`src/rtl/vram_scheduler.sv`:
```
// Video RAM scheduler: one display fetch per pixel period during active video,
// with buffered writer traffic drained into the remaining single-port RAM cycles.
module vram_scheduler #(
  parameter int unsigned FB_W       = 160,
  parameter int unsigned SCALE_SH   = 2,
  parameter int unsigned ADDR_W     = 15,
  parameter int unsigned DATA_W     = 8,
  parameter int unsigned FIFO_DEPTH = 4
) (
  input  logic              clk,
  input  logic              reset,
  input  logic              p_tick,
  input  logic              video_on,
  input  logic [9:0]        pixel_x,
  input  logic [9:0]        pixel_y,
  input  logic              hsync_in,
  input  logic              vsync_in,
  input  logic              wr_valid,
  output logic              wr_ready,
  input  logic [ADDR_W-1:0] wr_addr,
  input  logic [DATA_W-1:0] wr_data,
  output logic              ram_en,
  output logic              ram_we,
  output logic [ADDR_W-1:0] ram_addr,
  output logic [DATA_W-1:0] ram_wdata,
  input  logic [DATA_W-1:0] ram_rdata,
  output logic [DATA_W-1:0] rgb,
  output logic              hsync,
  output logic              vsync,
  output logic [2:0]        fifo_level
);

  localparam int unsigned PTR_W = (FIFO_DEPTH > 1) ? $clog2(FIFO_DEPTH) : 1;
  localparam int unsigned LVL_W = 3;

  typedef enum logic [1:0] {
    PH_FETCH   = 2'd0,
    PH_CAPTURE = 2'd1,
    PH_FREE    = 2'd2,
    PH_IDLE    = 2'd3
  } phase_e;

  phase_e            phase_q, phase_d;
  logic [ADDR_W-1:0] fifo_addr_q [FIFO_DEPTH];
  logic [DATA_W-1:0] fifo_data_q [FIFO_DEPTH];
  logic [PTR_W-1:0]  wr_ptr_q, wr_ptr_d, rd_ptr_q, rd_ptr_d;
  logic [LVL_W-1:0]  count_q, count_d;
  logic              wr_ready_q, wr_ready_d;
  logic              ram_en_q, ram_en_d, ram_we_q, ram_we_d;
  logic [ADDR_W-1:0] ram_addr_q, ram_addr_d;
  logic [DATA_W-1:0] ram_wdata_q, ram_wdata_d;
  logic              rd_q;
  logic [DATA_W-1:0] rgb_q, rgb_d;
  logic [1:0]        hs_q, vs_q;

  logic [ADDR_W-1:0] x_word, y_word, row_base, fetch_addr;
  logic [ADDR_W-1:0] head_addr;
  logic [DATA_W-1:0] head_data;
  logic              push, pop, fetch, slot_ok, avail;

  assign x_word = ADDR_W'(pixel_x >> SCALE_SH);
  assign y_word = ADDR_W'(pixel_y >> SCALE_SH);

  // Row base y*FB_W; the 160-word case is a shift-add, truncated to ADDR_W.
  if (FB_W == 160) begin : g_row160
    assign row_base = (y_word << 7) + (y_word << 5);
  end else begin : g_rowmul
    assign row_base = y_word * ADDR_W'(FB_W);
  end

  assign fetch_addr = row_base + x_word;

  always_comb begin
    phase_d     = phase_q;
    push        = wr_valid && wr_ready_q;
    avail       = (count_q != '0) || push;
    head_addr   = wr_addr;
    head_data   = wr_data;
    fetch       = 1'b0;
    slot_ok     = 1'b0;
    pop         = 1'b0;
    ram_en_d    = 1'b0;
    ram_we_d    = 1'b0;
    ram_addr_d  = '0;
    ram_wdata_d = '0;
    rgb_d       = rgb_q;

    if (p_tick) begin
      phase_d = PH_FETCH;
    end else begin
      case (phase_q)
        PH_FETCH:   phase_d = PH_CAPTURE;
        PH_CAPTURE: phase_d = PH_FREE;
        default:    phase_d = PH_IDLE;
      endcase
    end

    // Head of queue, or the word arriving now when the FIFO is empty.
    if (count_q != '0) begin
      head_addr = fifo_addr_q[rd_ptr_q];
      head_data = fifo_data_q[rd_ptr_q];
    end

    // Access for the coming cycle: fetch owns phases 0/1 during active video.
    fetch   = (phase_d == PH_FETCH) && video_on;
    slot_ok = !(((phase_d == PH_FETCH) || (phase_d == PH_CAPTURE)) && video_on);
    pop     = slot_ok && avail;

    if (fetch) begin
      ram_en_d   = 1'b1;
      ram_addr_d = fetch_addr;
    end else if (pop) begin
      ram_en_d    = 1'b1;
      ram_we_d    = 1'b1;
      ram_addr_d  = head_addr;
      ram_wdata_d = head_data;
    end

    if (phase_q == PH_CAPTURE) begin
      rgb_d = rd_q ? ram_rdata : '0;
    end

    wr_ptr_d   = push ? wr_ptr_q + PTR_W'(1) : wr_ptr_q;
    rd_ptr_d   = pop  ? rd_ptr_q + PTR_W'(1) : rd_ptr_q;
    count_d    = count_q + LVL_W'(push) - LVL_W'(pop);
    wr_ready_d = (count_d != LVL_W'(FIFO_DEPTH));
  end

  always_ff @(posedge clk or negedge reset) begin
    if (!reset) begin
      phase_q     <= PH_IDLE;
      wr_ptr_q    <= '0;
      rd_ptr_q    <= '0;
      count_q     <= '0;
      wr_ready_q  <= 1'b0;
      ram_en_q    <= 1'b0;
      ram_we_q    <= 1'b0;
      ram_addr_q  <= '0;
      ram_wdata_q <= '0;
      rd_q        <= 1'b0;
      rgb_q       <= '0;
      hs_q        <= '0;
      vs_q        <= '0;
    end else begin
      phase_q     <= phase_d;
      wr_ptr_q    <= wr_ptr_d;
      rd_ptr_q    <= rd_ptr_d;
      count_q     <= count_d;
      wr_ready_q  <= wr_ready_d;
      ram_en_q    <= ram_en_d;
      ram_we_q    <= ram_we_d;
      ram_addr_q  <= ram_addr_d;
      ram_wdata_q <= ram_wdata_d;
      rd_q        <= ram_en_q && !ram_we_q;
      rgb_q       <= rgb_d;
      hs_q        <= {hs_q[0], hsync_in};
      vs_q        <= {vs_q[0], vsync_in};
    end
  end

  // Payload storage needs no reset; the pointers define validity.
  always_ff @(posedge clk) begin
    if (push) begin
      fifo_addr_q[wr_ptr_q] <= wr_addr;
      fifo_data_q[wr_ptr_q] <= wr_data;
    end
  end

  assign wr_ready   = wr_ready_q;
  assign ram_en     = ram_en_q;
  assign ram_we     = ram_we_q;
  assign ram_addr   = ram_addr_q;
  assign ram_wdata  = ram_wdata_q;
  assign rgb        = rgb_q;
  assign hsync      = hs_q[1];
  assign vsync      = vs_q[1];
  assign fifo_level = count_q;

endmodule

```
`config.mk`:
```
export PLATFORM = sky130hd
export DESIGN_NAME = vram_scheduler
export DESIGN_NICKNAME = d
export VERILOG_FILES = /design/src/rtl/vram_scheduler.sv
export SDC_FILE = /design/constraint.sdc
export NUM_CORES = 1
export LEC_CHECK = 0
export CORE_MARGIN = 3
export CORE_UTILIZATION = 25
export DETAILED_ROUTE_END_ITERATION = 16
export MAX_ROUTING_LAYER = met4
export PLACE_DENSITY = 0.41
export SKIP_CTS_REPAIR_TIMING = 1
export SLEW_MARGIN = 30
export SYNTH_ARGS = -nofsm -noshare
export SYNTH_HDL_FRONTEND = slang
export SYNTH_SLANG_ARGS = --single-unit
```
`constraint.sdc`:
```
create_clock -name clk -period 4.1 [get_ports clk]
set_input_delay 0.41 -clock clk [delete_from_list [all_inputs] [get_ports clk]]
set_output_delay 0.41 -clock clk [all_outputs]
set_load 0.02 [all_outputs]
```
==> flow_summary.ini, run 1 <==
[worst_setup_path]
crit-reg2reg-launch = wr_ready$_DFF_PN0_
critical_path.max_stage_delay_ns = 0.51
cp-end-kind = flop
arrival_ns = 2.99
timing.rr.end = wr_ready$_DFF_PN0_
cp_common_cell = inv_1
path_class = in2reg
cp_max_fo = 8
rr_worst_depth = 12
cp_slowest_cell = clkdlybuf4s50_1
reg2reg_slack_ns = 1.48
crit_path_start_kind = input port
cp_cell_sequence = clkdlybuf4s50_1, and2_1, inv_1, a21o_1, inv_1, ha_1, inv_1, ha_1, inv_1, fa_1, xnor2_1, xnor2_1, nand3b_1
worstPathRequired_ns = 4.39

[power]
internal_power_mw = 3.63
vdd_drop_max_uv = 298
switching_power_mw = 1.59
seq_power_share = 0.399
p_sw_frac = 0.305
comb_power_share = 0.301
pwr-share-clk = 0.300
total_power_mw = 5.22
p_per_area_nw_per_um2 = 675
leakagePower_nw = 2.92

[sta]
finalHoldViolations = 0
fmax_ghz = 0.371
worst_pin_slew_ns = 0.691
grt_setup_unrepaired = false
post-route-min-period_ns = 2.70
maxSlewHeadroom = 0.539
fin_skew_ns = 0.00960
setup_viol = 0
fin_crit_sh = 0.658
drv_slew = 0
setup-tns-final_ns = 0

[final_layout]
areaGrowthSynthToFinish_pct = 32.6
multiInputGateArea_um2 = 1740
fin_area_um2 = 7740
drive_above_1_share = 0.130
seq_area_um2 = 3970
final_common_cell = edfxtp_1
final_cell_mix = edfxtp_1, clkdlybuf4s50_1, nand2_1
nNetsFinal = 553
num-fill-cells = 2197

[detailed_routing]
route.detailed.drc = 0
routed_via_density = 4.21
routed_wl_um = 13800
ant_nets = 0
drt-wirelength-per-cell_um = 17.3
drt_iter0_markers = 201
via_count = 3358
drt_pass1_iterations = 4

[global_route]
grt_pass1_wl_um = 21600
grt.total_usage = 0.116
first_global_vias = 3731
grt_remaining_overflow = 0
grt_max_degree = 49
antenna_found_initial = 1

[clocking]
cts_tree = done
cts_num_sinks = 140
path_clk_slew_ns = 0.06
root_buffer = clkbuf_16
clock_latency_ns = 0.42
clockBufferDepth = 2
cts_buffers = 17
h-tree-depth = 4

[die]
die_area_um2 = 25200
core-area_um2 = 22800
fp.dieW_um = 159
start_util = 0.256
rows = 55
die_h_um = 159
ios = 97

[logic_synthesis]
ys_ff_latch = 140
ys_seq_area_frac = 0.680
synth_edf_count = 92
ys_types = 40
syn_area_per_cell_um2 = 15.9
syn_area_um2 = 5840
synth_warnings = 0
async_flop_share = 0.343
synth_nets = 450
synthFlopType = edfxtp_1
synth_cells = 368

[place]
gp_congestion = 0.717
dp_hpwl_um = 8610
place_area_um2 = 7130
port_buffers = 92

[status]
status = completed

[job]
maxCapViolCount = 0

[worst_hold_path]
hold_path.class = in2async
==> worst max-delay path by stage <==
stage,from,end,slack (ns),cells past startpoint
finish,wr_valid,wr_ready$_DFF_PN0_,1.40,13
floorplan,pixel_x[9],ram_addr[11]$_DFF_PN0_,1.63,8
global route,wr_valid,wr_ready$_DFF_PN0_,1.12,13
global placement,wr_valid,wr_ready$_DFF_PN0_,0.98,13
detailed placement,wr_valid,wr_ready$_DFF_PN0_,0.96,13
CTS,wr_valid,wr_ready$_DFF_PN0_,1.38,13
==> final cells by class <==
class | count | share of cell area
Antenna cell | 1 | 0.000323
Clock buffer | 21 | 0.0595
Multi-Input combinational cell | 197 | 0.224
Inverter | 14 | 0.00679
Clock inverter | 11 | 0.0183
Sequential cell | 140 | 0.513
Timing Repair Buffer | 101 | 0.127
Tap cell | 313 | 0.0506
==> synthesized netlist by cell type (4+ instances only) <==
cell type  number  area (um^2)
xnor2_1         6         52.6
o22ai_1         4         25.0
and3_1          7         43.8
clkbuf_1        7         26.3
buf_2           6         30.0
mux4_2         21          473
mux2i_1        13          130
ha_1           21          263
o21ai_0        20          100
dfrtp_1        46         1150
inv_1          14         52.6
edfxtp_1       92         2760
a21oi_1        18         90.1
nand2_1        46          173
==> worst max-delay path, delay by kind of cell <==
family,cells,cell delay (ns)
fa+ha+maj,3,0.74
buf+inv,5,0.82
xor+xnor,2,0.35
compound gates,1,0.20
simple gates,2,0.46
==> state kept, by name, summed over array words and instances (netlist names), 2 cells and up <==
register     cells
wr_ptr_q         2
fifo_data_q     32
ram_wdata        8
rd_ptr_q         2
phase_q          2
rgb              8
vs_q             2
ram_addr        15
fifo_addr_q     60
hs_q             2
fifo_level       3
==> layer usage <==
| metal | wire [um] | global-route usage | vias to the layer above |
|---|---|---|---|
| li1 | - | - | 1587 |
| met5 | 0 | - | - |
| met1 | 6290 | 0.142 | 1693 |
| met4 | 146 | 0.0382 | 0 |
| met2 | 6770 | 0.186 | 69 |
| met3 | 584 | 0.0357 | 9 |
==> metrics by stage <==
| step | instances | hold WS, ns | worst slack (ns) | utilization |
|---|---|---|---|---|
| global route | 798 | 0.167 | 1.12 | 0.340 |
| floorplan | 368 | 0.114 | 1.63 | - |
| detailed placement | 765 | 0.336 | 0.961 | 0.313 |
| CTS | 797 | 0.138 | 1.38 | 0.339 |
| global placement | 765 | 0.333 | 0.983 | 0.313 |
| finish | 798 | 0.118 | 1.40 | 0.340 |
==> power by group through the flow <==
stage / Combinational, mW / Sequential, mW / Clock (mW)
after floorplan: 0.869 / 2.16 / 0
after global placement: 1.60 / 2.11 / 0
after detailed placement: 1.60 / 2.13 / 0
after CTS: 1.61 / 2.10 / 1.61
after global routing: 1.71 / 2.13 / 1.68
final: 1.57 / 2.08 / 1.57
==> cells by family (layout without fill, tap and decap cells) <==
family,after synthesis,count (layout),share of synthesized area
flops,140,140,0.680
simple gates,72,72,0.0587
compound gates,56,56,0.0574
mux,36,36,0.112
buf+inv,31,147,0.0232
fa+ha+maj,24,24,0.0553
xor+xnor,9,9,0.0135
other cells,0,1,0
No activity file was read; power rests on OpenSTA's default activity.
==> run 2, diff against run 1 <==
clock period = 2.8 ns   (was 4.1 ns; I/O delays follow)
==> flow_summary.ini, run 2 (synthesis results as in run 1) <==
[status]
status = completed

[final_layout]
final_cells = 812
areaGrowthSynthToFinish_pct = 34.7
max_flop_register = fifo_addr_q
drive_above_1_share = 0.147
final_cell_mix = edfxtp_1, clkdlybuf4s50_1, nand2_1
nNetsFinal = 567
final_common_cell = edfxtp_1
seq_area_um2 = 3970
num-fill-cells = 2210
multiInputGateArea_um2 = 1740
largest_reg_flops = 60

[power]
p_per_area_nw_per_um2 = 982
total_power_mw = 7.72
leakagePower_nw = 3.01
vdd_drop_max_uv = 383

[detailed_routing]
ant_nets = 0
routed_wl_um = 13700
drt_iter0_markers = 172
routed_via_density = 4.18
route.detailed.drc = 0
drt-wirelength-per-cell_um = 16.9
via_count = 3395
drt_pass1_iterations = 4

[global_route]
grt_pass1_wl_um = 21800
grt_max_degree = 35
first_global_vias = 3790
antenna_found_initial = 1
grt_remaining_overflow = 0
grt.total_usage = 0.117

[sta]
post-route-min-period_ns = 2.46
grt_setup_unrepaired = false
fin_skew_ns = 0.00925
worst_pin_slew_ns = 0.537
drv_slew = 0
worst_slack_ns = 0.336
finalHoldViolations = 0
setup_viol = 0
maxSlewHeadroom = 0.642
fin_crit_sh = 0.880
fmax_ghz = 0.406

[clocking]
h-tree-depth = 4
cts_buffers = 17
cts_num_sinks = 140
clock_latency_ns = 0.41
clockBufferDepth = 2
path_clk_slew_ns = 0.06
root_buffer = clkbuf_16
cts_tree = done

[die]
fp.dieW_um = 159
ios = 97
die_h_um = 159
rows = 55
start_util = 0.256
core-area_um2 = 22800
die_area_um2 = 25200

[place]
gp_congestion = 0.746
port_buffers = 92
dp_hpwl_um = 9070
place_inst = 778
place_worst_setup_slack_ns = -0.118

[worst_setup_path]
crit_path_start_kind = input port
cp_max_fo = 2
reg2reg_slack_ns = 0.37
cp-end-kind = flop
arrival_ns = 2.74
worstPathRequired_ns = 3.08
path_class = in2reg

[worst_hold_path]
hold_path.class = in2reg

[job]
maxCapViolCount = 0
-- run 2: final timing paths --
path,from,to,cells after the start
setup / recovery,pixel_x[9],ram_addr[11]$_DFF_PN0_,9
hold / removal,vsync_in,vs_q[0]$_DFF_PN0_,1
setup reg to reg,phase_q[0]$_DFF_PN1_,wr_ready$_DFF_PN0_,12
hold reg to reg,hs_q[0]$_DFF_PN0_,hs_q[1]$_DFF_PN0_,0
max in group asynchronous,reset,ram_wdata[3]$_DFF_PN0_,3
min in group asynchronous,reset,rgb[5]$_DFFE_PN0P_,2
-- run 2: per-layer routing --
layer,part of all wire,up-vias,GRT usage
met1,0.46,1697,0.142
met4,0.011,0,0.0382
li1,-,1613,-
met2,0.49,75,0.188
met5,0,-,-
met3,0.043,10,0.0352
-- run 2: stage by stage --
stage	hold WS, ns	instance area (um^2)	utilization	setup TNS (ns)
finish	0.303	7860	0.345	0
global route	0.282	7860	0.345	0
CTS	0.00444	7850	0.344	0
detailed placement	0.336	7240	0.318	-0.166
global placement	0.335	7240	0.318	-0.110
floorplan	-0.0156	5840	-	0
-- run 2: layout make-up --
| type | count | share of cell area |
|---|---|---|
| timing repair buffer | 115 | 0.141 |
| clock inverter | 8 | 0.0145 |
| tap | 313 | 0.0498 |
| sequential | 140 | 0.505 |
| multi-input combinational | 197 | 0.221 |
| clock buffer | 24 | 0.0625 |
| inverter | 14 | 0.00668 |
| antenna | 1 | 0.000318 |
-- run 2: report_power, final --
group | internal [mW] | switching [mW] | total, mW
combinational | 1.19 | 1.32 | 2.51
clock | 1.49 | 0.813 | 2.30
sequential | 2.74 | 0.173 | 2.91
total | 5.42 | 2.30 | 7.72
-- run 2: critical path, cell delays in order --
cell and delay [ns]:
clkdlybuf4s50_1 0.47, inv_1 0.06, fa_1 0.53, inv_1 0.07, ha_1 0.31, a211o_1 0.30
a21oi_4 0.15, mux2i_1 0.08, or4_1 0.50
==> run 3, diff against run 2 <==
CTS_CLUSTER_SIZE = 12   (was unset)
PLACE_DENSITY = unset   (was 0.41)
PLACE_DENSITY_LB_ADDON = 0.2   (was unset)
==> flow_summary.ini, run 3 (synthesis results as in run 1) <==
[status]
status = completed

[job]
maxCapViolCount = 0

[power]
internal_power_mw = 5.55
p_per_area_nw_per_um2 = 993
comb_power_share = 0.317
p_sw_frac = 0.299
vdd_drop_max_uv = 496
seq_power_share = 0.375
switching_power_mw = 2.37
leakagePower_nw = 3.05
pwr-share-clk = 0.309

[worst_setup_path]
cp_cell_sequence = o21bai_1, and2_1, a21o_1, inv_1, ha_1, inv_1, ha_1, inv_1, fa_1, xnor2_1, xnor2_1, nand3b_1
cp_common_cell = inv_1
cp_slowest_cell = dfstp_2
crit-reg2reg-launch = phase_q[0]$_DFF_PN1_
rr_worst_depth = 12
cp_max_fo = 2
path_class = reg2reg
critical_path.max_stage_delay_ns = 0.53
reg2reg_slack_ns = 0.34
cp-end-kind = flop
timing.rr.end = wr_ready$_DFF_PN0_
crit_path_start_kind = flop
worstPathRequired_ns = 3.09
arrival_ns = 2.75

[sta]
setup_viol = 0
finalHoldViolations = 0
maxSlewHeadroom = 0.587
holdWs_ns = 0.313
fmax_ghz = 0.407
post-route-min-period_ns = 2.46
fin_skew_ns = 0.00815
grt_setup_unrepaired = false
fin_crit_sh = 0.878
worst_pin_slew_ns = 0.619
drv_slew = 0

[detailed_routing]
drt_pass1_iterations = 4
route.detailed.drc = 0
routed_wl_um = 13800
routed_via_density = 4.18
ant_nets = 0
via_count = 3402
drt_iter0_markers = 196
drt-wirelength-per-cell_um = 17.0

[global_route]
antenna_found_initial = 1
grt_max_degree = 32
grt_pass1_wl_um = 21900
grt.total_usage = 0.118
grt_remaining_overflow = 0
first_global_vias = 3733

[die]
die_h_um = 159
fp.dieW_um = 159
rows = 55
ios = 97
core-area_um2 = 22800
die_area_um2 = 25200
start_util = 0.256

[clocking]
cts_tree = done
path_clk_slew_ns = 0.06
clock_latency_ns = 0.41
clockBufferDepth = 2
h-tree-depth = 4
cts_num_sinks = 140
cts_buffers = 17
root_buffer = clkbuf_16

[worst_hold_path]
hold_path.class = in2reg
hold_path_depth = 1
hold_path_end = vs_q[0]$_DFF_PN0_
hp-start = vsync_in

[final_layout]
drive_above_1_share = 0.160
nNetsFinal = 570
largest_reg_flops = 60
max_flop_register = fifo_addr_q
final_util = 0.350
final_cell_mix = edfxtp_1, clkdlybuf4s50_1, nand2_1, dfrtp_1
final_common_cell = edfxtp_1
areaGrowthSynthToFinish_pct = 36.6
final_cells = 814

[place]
dp_hpwl_um = 9330
port_buffers = 92
gp_congestion = 0.786
place_inst = 780
==> run 3: worst max-delay path by stage <==
| stage | startpoint | end |
|---|---|---|
| after floorplan | wr_ready$_DFF_PN0_ | wr_ready$_DFF_PN0_ |
| after global placement | pixel_y[2] | ram_addr[14]$_DFF_PN0_ |
| after detailed placement | pixel_y[2] | ram_addr[11]$_DFF_PN0_ |
| after CTS | phase_q[0]$_DFF_PN1_ | wr_ready$_DFF_PN0_ |
| after global routing | phase_q[0]$_DFF_PN1_ | wr_ready$_DFF_PN0_ |
| final | phase_q[0]$_DFF_PN1_ | wr_ready$_DFF_PN0_ |
==> run 3: worst max-delay path, delay by kind of cell, from the launching register on <==
kind | cells | cell delay (ns)
flops | 1 | 0.53
compound gates | 2 | 0.26
fa+ha+maj | 3 | 0.71
simple gates | 2 | 0.30
xor+xnor | 2 | 0.35
buf+inv | 3 | 0.16
==> run 3: power groups by stage <==
stage / Combinational, mW / Sequential (mW) / Clock (mW)
2_1_floorplan: 1.27 / 3.17 / 0
3_3_place_gp: 2.54 / 3.00 / 0
3_5_place_dp: 2.56 / 3.02 / 0
4_1_cts: 2.58 / 2.98 / 2.52
5_1_grt: 2.75 / 3.02 / 2.61
6_report: 2.51 / 2.97 / 2.44
==> run 3: metal layers <==
layer  GRT usage  wire length [um]
met1       0.145              6250
met2       0.186              6640
met3      0.0378               778
met4      0.0358               143
met5           -                 0
==> run 3: final cells by class <==
| type | count | area (um^2) |
|---|---|---|
| clock buffer | 17 | 425 |
| multi-input combinational | 197 | 1740 |
| sequential | 140 | 3970 |
| timing repair buffer | 118 | 1180 |
| inverter | 14 | 52.6 |
| clock inverter | 14 | 218 |
| antenna | 1 | 2.50 |
| fill | 2194 | 14800 |
| tap | 313 | 392 |
==> run 3: metrics by stage <==
step	setup TNS, ns	power (mW)	setup slack [ns]	area (um^2)
floorplan	0	4.44	0.365	5840
finish	0	7.92	0.343	7980
CTS	0	8.07	0.326	7940
global route	0	8.39	0.149	7980
detailed placement	-0.265	5.58	-0.0851	7290
global placement	-0.251	5.55	-0.0893	7290
